--- src/rtl/fp_multifunc_sched.sv ---
// Round-robin scheduler that shares one floating-point multifunction unit between
// NUM_REQ valid/ready requesters and returns id-tagged results on one response channel.
module fp_multifunc_sched #(
    parameter int unsigned NUM_REQ     = 4,
    parameter int unsigned SIG_WIDTH   = 23,
    parameter int unsigned EXP_WIDTH   = 8,
    parameter int unsigned FUNC_SELECT = 127,
    parameter int unsigned LATENCY     = 1,
    localparam int unsigned W          = SIG_WIDTH + EXP_WIDTH + 1,
    localparam int unsigned IDW        = (NUM_REQ > 1) ? $clog2(NUM_REQ) : 1
) (
    input  logic                   clk,
    input  logic                   rst,
    input  logic [NUM_REQ-1:0]     req_valid,
    output logic [NUM_REQ-1:0]     req_ready,
    input  logic [NUM_REQ*W-1:0]   req_a,
    input  logic [NUM_REQ*16-1:0]  req_func,
    input  logic [NUM_REQ*3-1:0]   req_rnd,
    output logic                   rsp_valid,
    input  logic                   rsp_ready,
    output logic [IDW-1:0]         rsp_id,
    output logic [W-1:0]           rsp_z,
    output logic [7:0]             rsp_status,
    output logic [W-1:0]           fu_a,
    output logic [15:0]            fu_func,
    output logic [2:0]             fu_rnd,
    input  logic [W-1:0]           fu_z,
    input  logic [7:0]             fu_status,
    output logic                   busy
);

    localparam int unsigned    CW       = (LATENCY > 1) ? $clog2(LATENCY) : 1;
    localparam logic [CW-1:0]  CNT_LAST = CW'(LATENCY - 1);
    localparam logic [15:0]    FS_MASK  = 16'(FUNC_SELECT);
    localparam logic [7:0]     ST_INVALID = 8'h04;

    typedef enum logic [1:0] {
        S_IDLE = 2'd0,
        S_EXEC = 2'd1,
        S_RESP = 2'd2
    } state_t;

    state_t           state, state_nxt;
    logic [IDW-1:0]   ptr, ptr_nxt;
    logic [IDW-1:0]   cur_id, cur_id_nxt;
    logic [CW-1:0]    cnt, cnt_nxt;
    logic             rsp_valid_nxt, busy_nxt;
    logic [IDW-1:0]   rsp_id_nxt;
    logic [W-1:0]     rsp_z_nxt, fu_a_nxt;
    logic [7:0]       rsp_status_nxt;
    logic [15:0]      fu_func_nxt;
    logic [2:0]       fu_rnd_nxt;
    logic [NUM_REQ-1:0] grant_c;

    // Per-requester views of the flattened request buses
    logic [W-1:0]  a_arr    [NUM_REQ];
    logic [15:0]   func_arr [NUM_REQ];
    logic [2:0]    rnd_arr  [NUM_REQ];

    always_comb begin
        for (int unsigned i = 0; i < NUM_REQ; i++) begin
            a_arr[i]    = req_a[i*W +: W];
            func_arr[i] = req_func[i*16 +: 16];
            rnd_arr[i]  = req_rnd[i*3 +: 3];
        end
    end

    // Round-robin pick: first valid requester at or after the pointer, with wrap
    logic            gnt_any;
    logic [IDW-1:0]  gnt_id;
    int unsigned     scan;

    always_comb begin
        gnt_any = 1'b0;
        gnt_id  = '0;
        scan    = 0;
        for (int unsigned k = 0; k < NUM_REQ; k++) begin
            scan = 32'(ptr) + k;
            if (scan >= NUM_REQ) begin
                scan = scan - NUM_REQ;
            end
            if (!gnt_any && req_valid[scan[IDW-1:0]]) begin
                gnt_any = 1'b1;
                gnt_id  = scan[IDW-1:0];
            end
        end
    end

    // A request may reach the unit only with a single enabled function bit
    logic [15:0] g_func;
    logic        g_legal;

    assign g_func  = func_arr[gnt_id];
    assign g_legal = (g_func != 16'h0)
                  && ((g_func & (g_func - 16'h1)) == 16'h0)
                  && ((g_func & FS_MASK) != 16'h0);

    always_comb begin
        state_nxt      = state;
        ptr_nxt        = ptr;
        cur_id_nxt     = cur_id;
        cnt_nxt        = cnt;
        rsp_valid_nxt  = rsp_valid;
        rsp_id_nxt     = rsp_id;
        rsp_z_nxt      = rsp_z;
        rsp_status_nxt = rsp_status;
        fu_a_nxt       = fu_a;
        fu_func_nxt    = fu_func;
        fu_rnd_nxt     = fu_rnd;
        grant_c        = '0;

        case (state)
            S_IDLE: begin
                if (gnt_any) begin
                    grant_c[gnt_id] = 1'b1;
                    ptr_nxt = (gnt_id == IDW'(NUM_REQ - 1)) ? '0 : gnt_id + IDW'(1);
                    if (g_legal) begin
                        fu_a_nxt    = a_arr[gnt_id];
                        fu_func_nxt = g_func;
                        fu_rnd_nxt  = rnd_arr[gnt_id];
                        cur_id_nxt  = gnt_id;
                        cnt_nxt     = '0;
                        state_nxt   = S_EXEC;
                    end else begin
                        rsp_z_nxt      = '0;
                        rsp_status_nxt = ST_INVALID;
                        rsp_id_nxt     = gnt_id;
                        rsp_valid_nxt  = 1'b1;
                        state_nxt      = S_RESP;
                    end
                end
            end
            S_EXEC: begin
                cnt_nxt = cnt + CW'(1);
                if (cnt == CNT_LAST) begin
                    rsp_z_nxt      = fu_z;
                    rsp_status_nxt = fu_status;
                    rsp_id_nxt     = cur_id;
                    rsp_valid_nxt  = 1'b1;
                    state_nxt      = S_RESP;
                end
            end
            S_RESP: begin
                if (rsp_ready) begin
                    rsp_valid_nxt = 1'b0;
                    state_nxt     = S_IDLE;
                end
            end
            default: begin
                state_nxt = S_IDLE;
            end
        endcase

        busy_nxt = (state_nxt != S_IDLE);
    end

    assign req_ready = rst ? '0 : grant_c;

    always_ff @(posedge clk) begin
        if (rst) begin
            state      <= S_IDLE;
            ptr        <= '0;
            cur_id     <= '0;
            cnt        <= '0;
            rsp_valid  <= 1'b0;
            rsp_id     <= '0;
            rsp_z      <= '0;
            rsp_status <= '0;
            fu_a       <= '0;
            fu_func    <= '0;
            fu_rnd     <= '0;
            busy       <= 1'b0;
        end else begin
            state      <= state_nxt;
            ptr        <= ptr_nxt;
            cur_id     <= cur_id_nxt;
            cnt        <= cnt_nxt;
            rsp_valid  <= rsp_valid_nxt;
            rsp_id     <= rsp_id_nxt;
            rsp_z      <= rsp_z_nxt;
            rsp_status <= rsp_status_nxt;
            fu_a       <= fu_a_nxt;
            fu_func    <= fu_func_nxt;
            fu_rnd     <= fu_rnd_nxt;
            busy       <= busy_nxt;
        end
    end

endmodule

--- config.mk ---
export PLATFORM = sky130hd
export DESIGN_NAME = fp_multifunc_sched
export DESIGN_NICKNAME = d
export VERILOG_FILES = /design/src/rtl/fp_multifunc_sched.sv
export SDC_FILE = /design/constraint.sdc
export NUM_CORES = 1
export LEC_CHECK = 0
export ABC_AREA = 0
export CAP_MARGIN = 20
export CORE_ASPECT_RATIO = 0.6
export CORE_MARGIN = 3
export CORE_UTILIZATION = 33
export DETAILED_ROUTE_END_ITERATION = 6
export MAX_ROUTING_LAYER = met4
export PLACE_DENSITY = 0.78
export SETUP_SLACK_MARGIN = 0.02
export SYNTH_ARGS = -nofsm -noshare
export SYNTH_HDL_FRONTEND = slang
export SYNTH_SLANG_ARGS = --single-unit
--- constraint.sdc ---
create_clock -name clk -period 3.7 [get_ports clk]
set_input_delay 0.925 -clock clk [delete_from_list [all_inputs] [get_ports clk]]
set_output_delay 0.925 -clock clk [all_outputs]
set_load 0.01 [all_outputs]
Word-level counts from Yosys, hierarchy flattened
Cells that the tools add are included.
- divide/modulo/power cells: 0
- reduce and logical (&&, ||, !) cells: 21
- multiplexer cells: 60
- bitwise operators: 2
- magnitude comparators: 11
- $mul: 0
- add/sub/neg operators: 10
- shifts and indexed selects: 0
- equality and inequality tests: 8
- operators with widths (operator ; count):
    $mux W32 ; 5
    $bmux W32 S2 ; 1
    $pmux W32 S2 ; 1
    $bmux W16 S2 ; 1
    $mux W16 ; 2
    $mux W2 ; 16
    $reduce_bool A16 Y1 ; 2
    $mux W8 ; 3
    $and A16 B16 Y16 ; 1
    $logic_not A16 Y1 ; 1
    $pmux W8 S2 ; 1
    $sub A16 B1 Y16 const B ; 1
    $lt A2 B3 Y1 const B ; 5
    $mux W1 ; 15
    $ge A3 B3 Y1 const B ; 4
    $mux W4 ; 3
    $ne A2 B2 Y1 const B ; 5
    $bmux W1 S2 ; 4
    $sub A2 B1 Y2 const B ; 4
    $add A2 B2 Y3 const B ; 2
    $bmux W3 S2 ; 1
    $logic_and A1 B1 Y1 ; 6
    $mux W3 ; 2
    $pmux W2 S3 ; 1
    other kinds (20) ; 25
- word-level logic and storage cells: 124
- memories kept: 0
- RAM bits: 0
- flip-flop bits (word level): 102
- memory bits (read-only): 0
- bits of input ports: 251
- bits in latches: 0
- output and inout bits: 99

Logic depth before layout (Yosys ltp)
- word-level depth: 27
- gate-level depth with buffers: 15
- mapped depth without buffers: 12

Worst setup path before layout
OpenSTA, ideal clock, no wires.
- path type: in2out
- start point: input port req_valid[0]
- end point: output port req_ready[0]
- path slack: -0.084 ns
- required time: 2.775 ns
- buffers on the path: 4
- stages on the path: 9
- data arrival time: 2.859 ns
- path through: nor2b_1 -> o21bai_1 -> nand2_1 -> clkbuf_1 -> clkbuf_1 -> clkbuf_1 -> clkbuf_1 -> ha_1 -> and3_1
- longest elaborated chain between the ends: 19
- elaborated cells on any way between the ends: 30
- classes of those cells: order compare: 2; mux: 21; reduce/logical: 7
- ends and longest elaborated chain (item ; line ; source):
    from (decl) ; 14 ; input logic [NUM_REQ-1:0] req_valid,
    $bmux W1 S2 ; 82 ; if (!gnt_any && req_valid[scan[IDW-1:0]]) begin
    $mux W1 (not written as such) ; 82 ;
    $mux W1 ; 82 ;
    $logic_not A1 Y1 ; 82 ;
    $logic_and A1 B1 Y1 ; 82 ;
    $mux W1 ; 82 ;
    $logic_not A1 Y1 ; 82 ;
    $logic_and A1 B1 Y1 ; 82 ;
    (+3 left out) ; -- ;
    $mux W2 ; 82 ;
    $lt A2 B3 Y1 (not written as such) / $ge A2 B1 Y1 (equally long branches) ; 115 ; grant_c[gnt_id] = 1'b1;
    $logic_and A1 B1 Y1 (not written as such) ; 115 ;
    $mux W1 (not written as such) ; 115 ;
    $demux W1 S2 ; 115 ;
    $mux W4 * ; 114 ; if (gnt_any) begin
    $mux W4 * ; 112 ; case (state)
    $mux W4 * ; 157 ; assign req_ready = rst ? '0 : grant_c;
    to (decl) ; 15 ; output logic [NUM_REQ-1:0] req_ready,
Every way passes the cells marked *; elsewhere a longest branch is shown, timed or not. The select of a mux whose other input is x is not followed.

Final worst setup path
- start point: input port req_valid[2]
- end point: register cur_id[0]
- longest elaborated chain between the ends: 22
- elaborated cells on any way between the ends: 34
- classes of those cells: add/sub: 1; mux: 19; bitwise: 2; reduce/logical: 12
- ends and longest elaborated chain (item ; line ; source):
    $bmux W1 S2 ; 82 ;
    $mux W1 (not written as such) ; 82 ;
    $mux W1 ; 82 ;
    $logic_not A1 Y1 ; 82 ;
    $logic_and A1 B1 Y1 ; 82 ;
    $mux W1 ; 82 ;
    $logic_not A1 Y1 ; 82 ;
    $logic_and A1 B1 Y1 ; 82 ;
    (+5 left out) ; -- ;
    $bmux W16 S2 ; 93 ; assign g_func = func_arr[gnt_id];
    $mux W16 (not written as such) (2 in a row) ; 93 ;
    $sub A16 B1 Y16 ; 95 ; && ((g_func & (g_func - 16'h1)) == 16'h0)
    $and A16 B16 Y16 ; 95 ;
    $logic_not A16 Y1 ; 95 ;
    $logic_and A1 B1 Y1 ; 95 ;
    $logic_and A1 B1 Y1 ; 96 ; && ((g_func & FS_MASK) != 16'h0);
    $reduce_and A3 Y1 (no line) ; -- ;
    to (signal assigned) ; 176 ; cur_id <= cur_id_nxt;
    to (decl) ; 45 ; logic [IDW-1:0] cur_id, cur_id_nxt;
Several ways; a longest one is shown, not always the timed one. The select of a mux whose other input is x is not followed.
A chain may end at the register's enable or synchronous reset.

==> flow_summary.json <==
{
  "worst_slew_pin_slew_ns": 0.496,
  "path_class": "input pin to flop",
  "cts.path.max_buffers": 2,
  "num_io_pins": 350,
  "syn_area_um2": 5470,
  "violations": "setup timing",
  "drive_above_1_share_pct": 15.9,
  "cts_root_buf": "clkbuf_16",
  "row_count": 35,
  "grt_max_degree": 39,
  "worstPathRequired_ns": 3.93,
  "synthesis.nets": 967,
  "grt_usage_pct": 25.8,
  "clock_power_share_pct": 30.0,
  "antenna_found_initial": 1,
  "hold_viol_final": 0,
  "setup-violations-final": 15,
  "hold_path.class": "flop to flop",
  "grt_overflow_total": 0,
  "cts_sinks": 102,
  "pwr-share-comb_pct": 37.3,
  "syn_area_per_cell_um2": 7.69,
  "synth_edf_count": 0,
  "yosysSeqAreaShare_pct": 37.3,
  "max_freq_ghz": 0.267,
  "coreArea_um2": 15800,
  "skew_ns": 0.0136,
  "via_count": 6890,
  "die_y_um": 106,
  "p_int_mw": 2.31,
  "dieArea_um2": 18200,
  "finalNetCount": 1365,
  "fin_ws_ns": -0.0390,
  "start_util_pct": 34.7,
  "fin_setup_tns_ns": -0.435,
  "post_synth_num_cell_types": 50,
  "arrival_ns": 3.97,
  "cts_buffers": 9,
  "yosysWarnings": 0,
  "synthArstFlopShare_pct": 0,
  "drt_iter0_drc": 521,
  "syn_to_final_growth_pct": 92.2,
  "drtAntennaViolNets": 0,
  "powerDensity_nw_per_um2": 325,
  "endpoint_kind": "flop",
  "leakagePower_nw": 4.18,
  "power_switching_mw": 1.11,
  "fin_crit_ns": 3.74,
  "die_x_um": 172,
  "holdWs_ns": 0.451,
  "cp-start-kind": "input pin",
  "synth-main-ff-cell": "dfxtp_1",
  "place.gp.congestion": 0.903,
  "port_buffers": 349,
  "grt_pass1_wl_um": 36600,
  "relSlewSlack_pct": 66.6,
  "layout_worst_path_cycle_share_pct": 101,
  "htreeDepth": 3,
  "slew_viol_final": 0,
  "postSynthCellCount": 712,
  "seqPwrFrac_pct": 32.7,
  "ir_drop_v": 0.000208,
  "status": "complete, but fails checks",
  "tritoncts": "done",
  "first_pass_iters": 7,
  "routed_wl_um": 24700,
  "switching_share_pct": 32.6,
  "grt_pass1_vias": 6754,
  "wl_per_cell_um": 18.7,
  "viasPerCell": 5.22,
  "cts.clk_slew.worst_paths_ns": 0.08,
  "ys_ff_latch": 102,
  "drc": 0,
  "hpwl_um": 17600,
  "worstPathMaxFanout": 7,
  "insertion_delay_ns": 0.35,
  "maxCapViolations": 0
}
==> final timing paths <==
| check | startpoint | end | slack [ns] | depth (start not counted) |
|---|---|---|---|---|
| hold / removal | rsp_id[1] | rsp_id[1] | 0.45 | 2 |
| setup / recovery | req_valid[2] | cur_id[0] | -0.04 | 18 |
| setup reg to reg | ptr[1] | cur_id[0] | 0.14 | 17 |
| hold reg to reg | rsp_id[1] | rsp_id[1] | 0.45 | 2 |
==> area by class of cell <==
class                   instances  area, µm²
fillers                      1244       5250
repair buffers                437       4330
multi-input cells             544       3500
flip-flops and latches        102       2040
well taps                     203        254
clock buffers                   9        225
clock inverters                 7        100
inverters                      16       65.1
diodes                          1       2.50
==> per-stage QoR <==
step	utilization [%]	setup slack [ns]	std cells	instance area, µm²	power (mW)
after floorplan	-	0.0216	712	5470	1.66
final	66.7	-0.0390	1319	10500	3.42
after CTS	65.0	0.0454	1306	10300	3.33
after global routing	66.7	-0.142	1319	10500	3.60
after detailed placement	59.9	-0.731	1266	9440	2.18
after global placement	59.8	-0.702	1265	9430	2.17
==> power by group through the flow <==
stage	Sequential, mW	Clock (mW)	Combinational [mW]
floorplan	1.14	0	0.523
global placement	1.14	0	1.03
detailed placement	1.14	0	1.04
CTS	1.12	1.06	1.15
global route	1.12	1.11	1.37
finish	1.12	1.03	1.28
==> layer usage <==
layer	vias up	track usage (%)	wire length [µm]
li1	3308	-	-
met1	3233	32.4	10300
met2	319	42.4	11900
met3	30	6.52	2130
met4	0	5.18	379
met5	-	-	0
==> worst max-delay path, stage by stage <==
cell	delay, ns
clkbuf_2	0.14
mux2i_1	0.22
o2bb2ai_2	0.10
or2_4	0.29
inv_6	0.10
nand3_1	0.13
a222oi_1	0.47
buf_4	0.22
buf_12	0.11
nand3_4	0.11
nor3_4	0.20
o21ai_2	0.10
nor3_4	0.19
buf_6	0.16
buf_6	0.10
buf_4	0.12
mux2i_1	0.21
nor2_1	0.06
==> cells by family (layout without fill, tap and decap cells) <==
family / after synthesis / in the layout / synth area share [%]
and+or+nand+nor: 341 / 347 / 28.3
other: 0 / 1 / 0
adders and majority gates: 4 / 4 / 0.915
muxes: 45 / 45 / 8.28
AOI/OAI and AO/OA: 146 / 146 / 19.3
DFF: 102 / 102 / 37.3
buffers and inverters: 72 / 469 / 5.65
xor gates and xnor gates: 2 / 2 / 0.320
==> cells in the mapped netlist, types with 2 or more instances <==
| library cell | number | area [µm²] |
|---|---|---|
| a22o_1 | 39 | 342 |
| and3_1 | 45 | 282 |
| buf_1 | 4 | 15.0 |
| mux2i_1 | 43 | 430 |
| a21oi_1 | 6 | 30.0 |
| ha_1 | 4 | 50.1 |
| mux2_2 | 2 | 22.5 |
| and2_1 | 12 | 75.1 |
| o2bb2ai_1 | 2 | 17.5 |
| and2_4 | 2 | 17.5 |
| nand2b_1 | 3 | 18.8 |
| a31o_2 | 3 | 26.3 |
| or2_2 | 4 | 25.0 |
| nand3_1 | 43 | 215 |
| clkbuf_1 | 40 | 150 |
| nor2b_1 | 2 | 12.5 |
| a211oi_1 | 9 | 67.6 |
| xnor2_1 | 2 | 17.5 |
| buf_2 | 7 | 35.0 |
| inv_1 | 15 | 56.3 |
| buf_6 | 3 | 33.8 |
| o21ai_1 | 6 | 30.0 |
| or3_1 | 2 | 12.5 |
| o21ai_0 | 24 | 120 |
| buf_4 | 2 | 15.0 |
| nand2_1 | 162 | 608 |
| dfxtp_1 | 102 | 2040 |
| nor2_1 | 52 | 195 |
| a22oi_1 | 3 | 22.5 |
| nor4_1 | 2 | 12.5 |
| nand4_1 | 2 | 12.5 |
| a31oi_1 | 40 | 250 |
| nor3_1 | 7 | 35.0 |
| a222oi_1 | 2 | 20.0 |
==> placed cells by master (no fill, tap or decap), types with 5 or more instances in the layout <==
cell type        synthesis  final
nor2_1                  52     51
nand3_2                  0      7
and2_1                  12     11
clkbuf_16                0     10
and2_4                   2      8
o21ai_1                  6      5
and3_1                  45     44
buf_12                   0      6
a21oi_1                  6      6
buf_6                    3     16
inv_1                   15     13
mux2i_1                 43     42
a31oi_1                 40     37
a211oi_2                 0      5
dfxtp_1                102    102
clkdlybuf4s50_1          0    340
nand3_1                 43     35
a22o_1                  39     39
buf_4                    2     60
nand2_1                162    161
o21ai_0                 24     21
==> repair_timing <==
item / CTS / global route
gates resized for setup: 77 / 37
hold endpoints to repair: 0 / 0
endpoints found under the setup margin: 104 / 103
buffers inserted: 15 / 10
gates cloned: 9 / 2
pin swaps: 15 / 23
hold buffers: 0 / 0
==> sequential cells by signal (all words and copies together) (netlist names) <==
| register | count |
|---|---|
| busy | 1 |
| rsp_valid | 1 |
| rsp_status | 8 |
| state | 2 |
| fu_a | 32 |
| ptr | 2 |
| fu_rnd | 3 |
| rsp_id | 2 |
| cnt | 1 |
| fu_func | 16 |
| rsp_z | 32 |
| cur_id | 2 |
(Power assumes the default switching activity.)
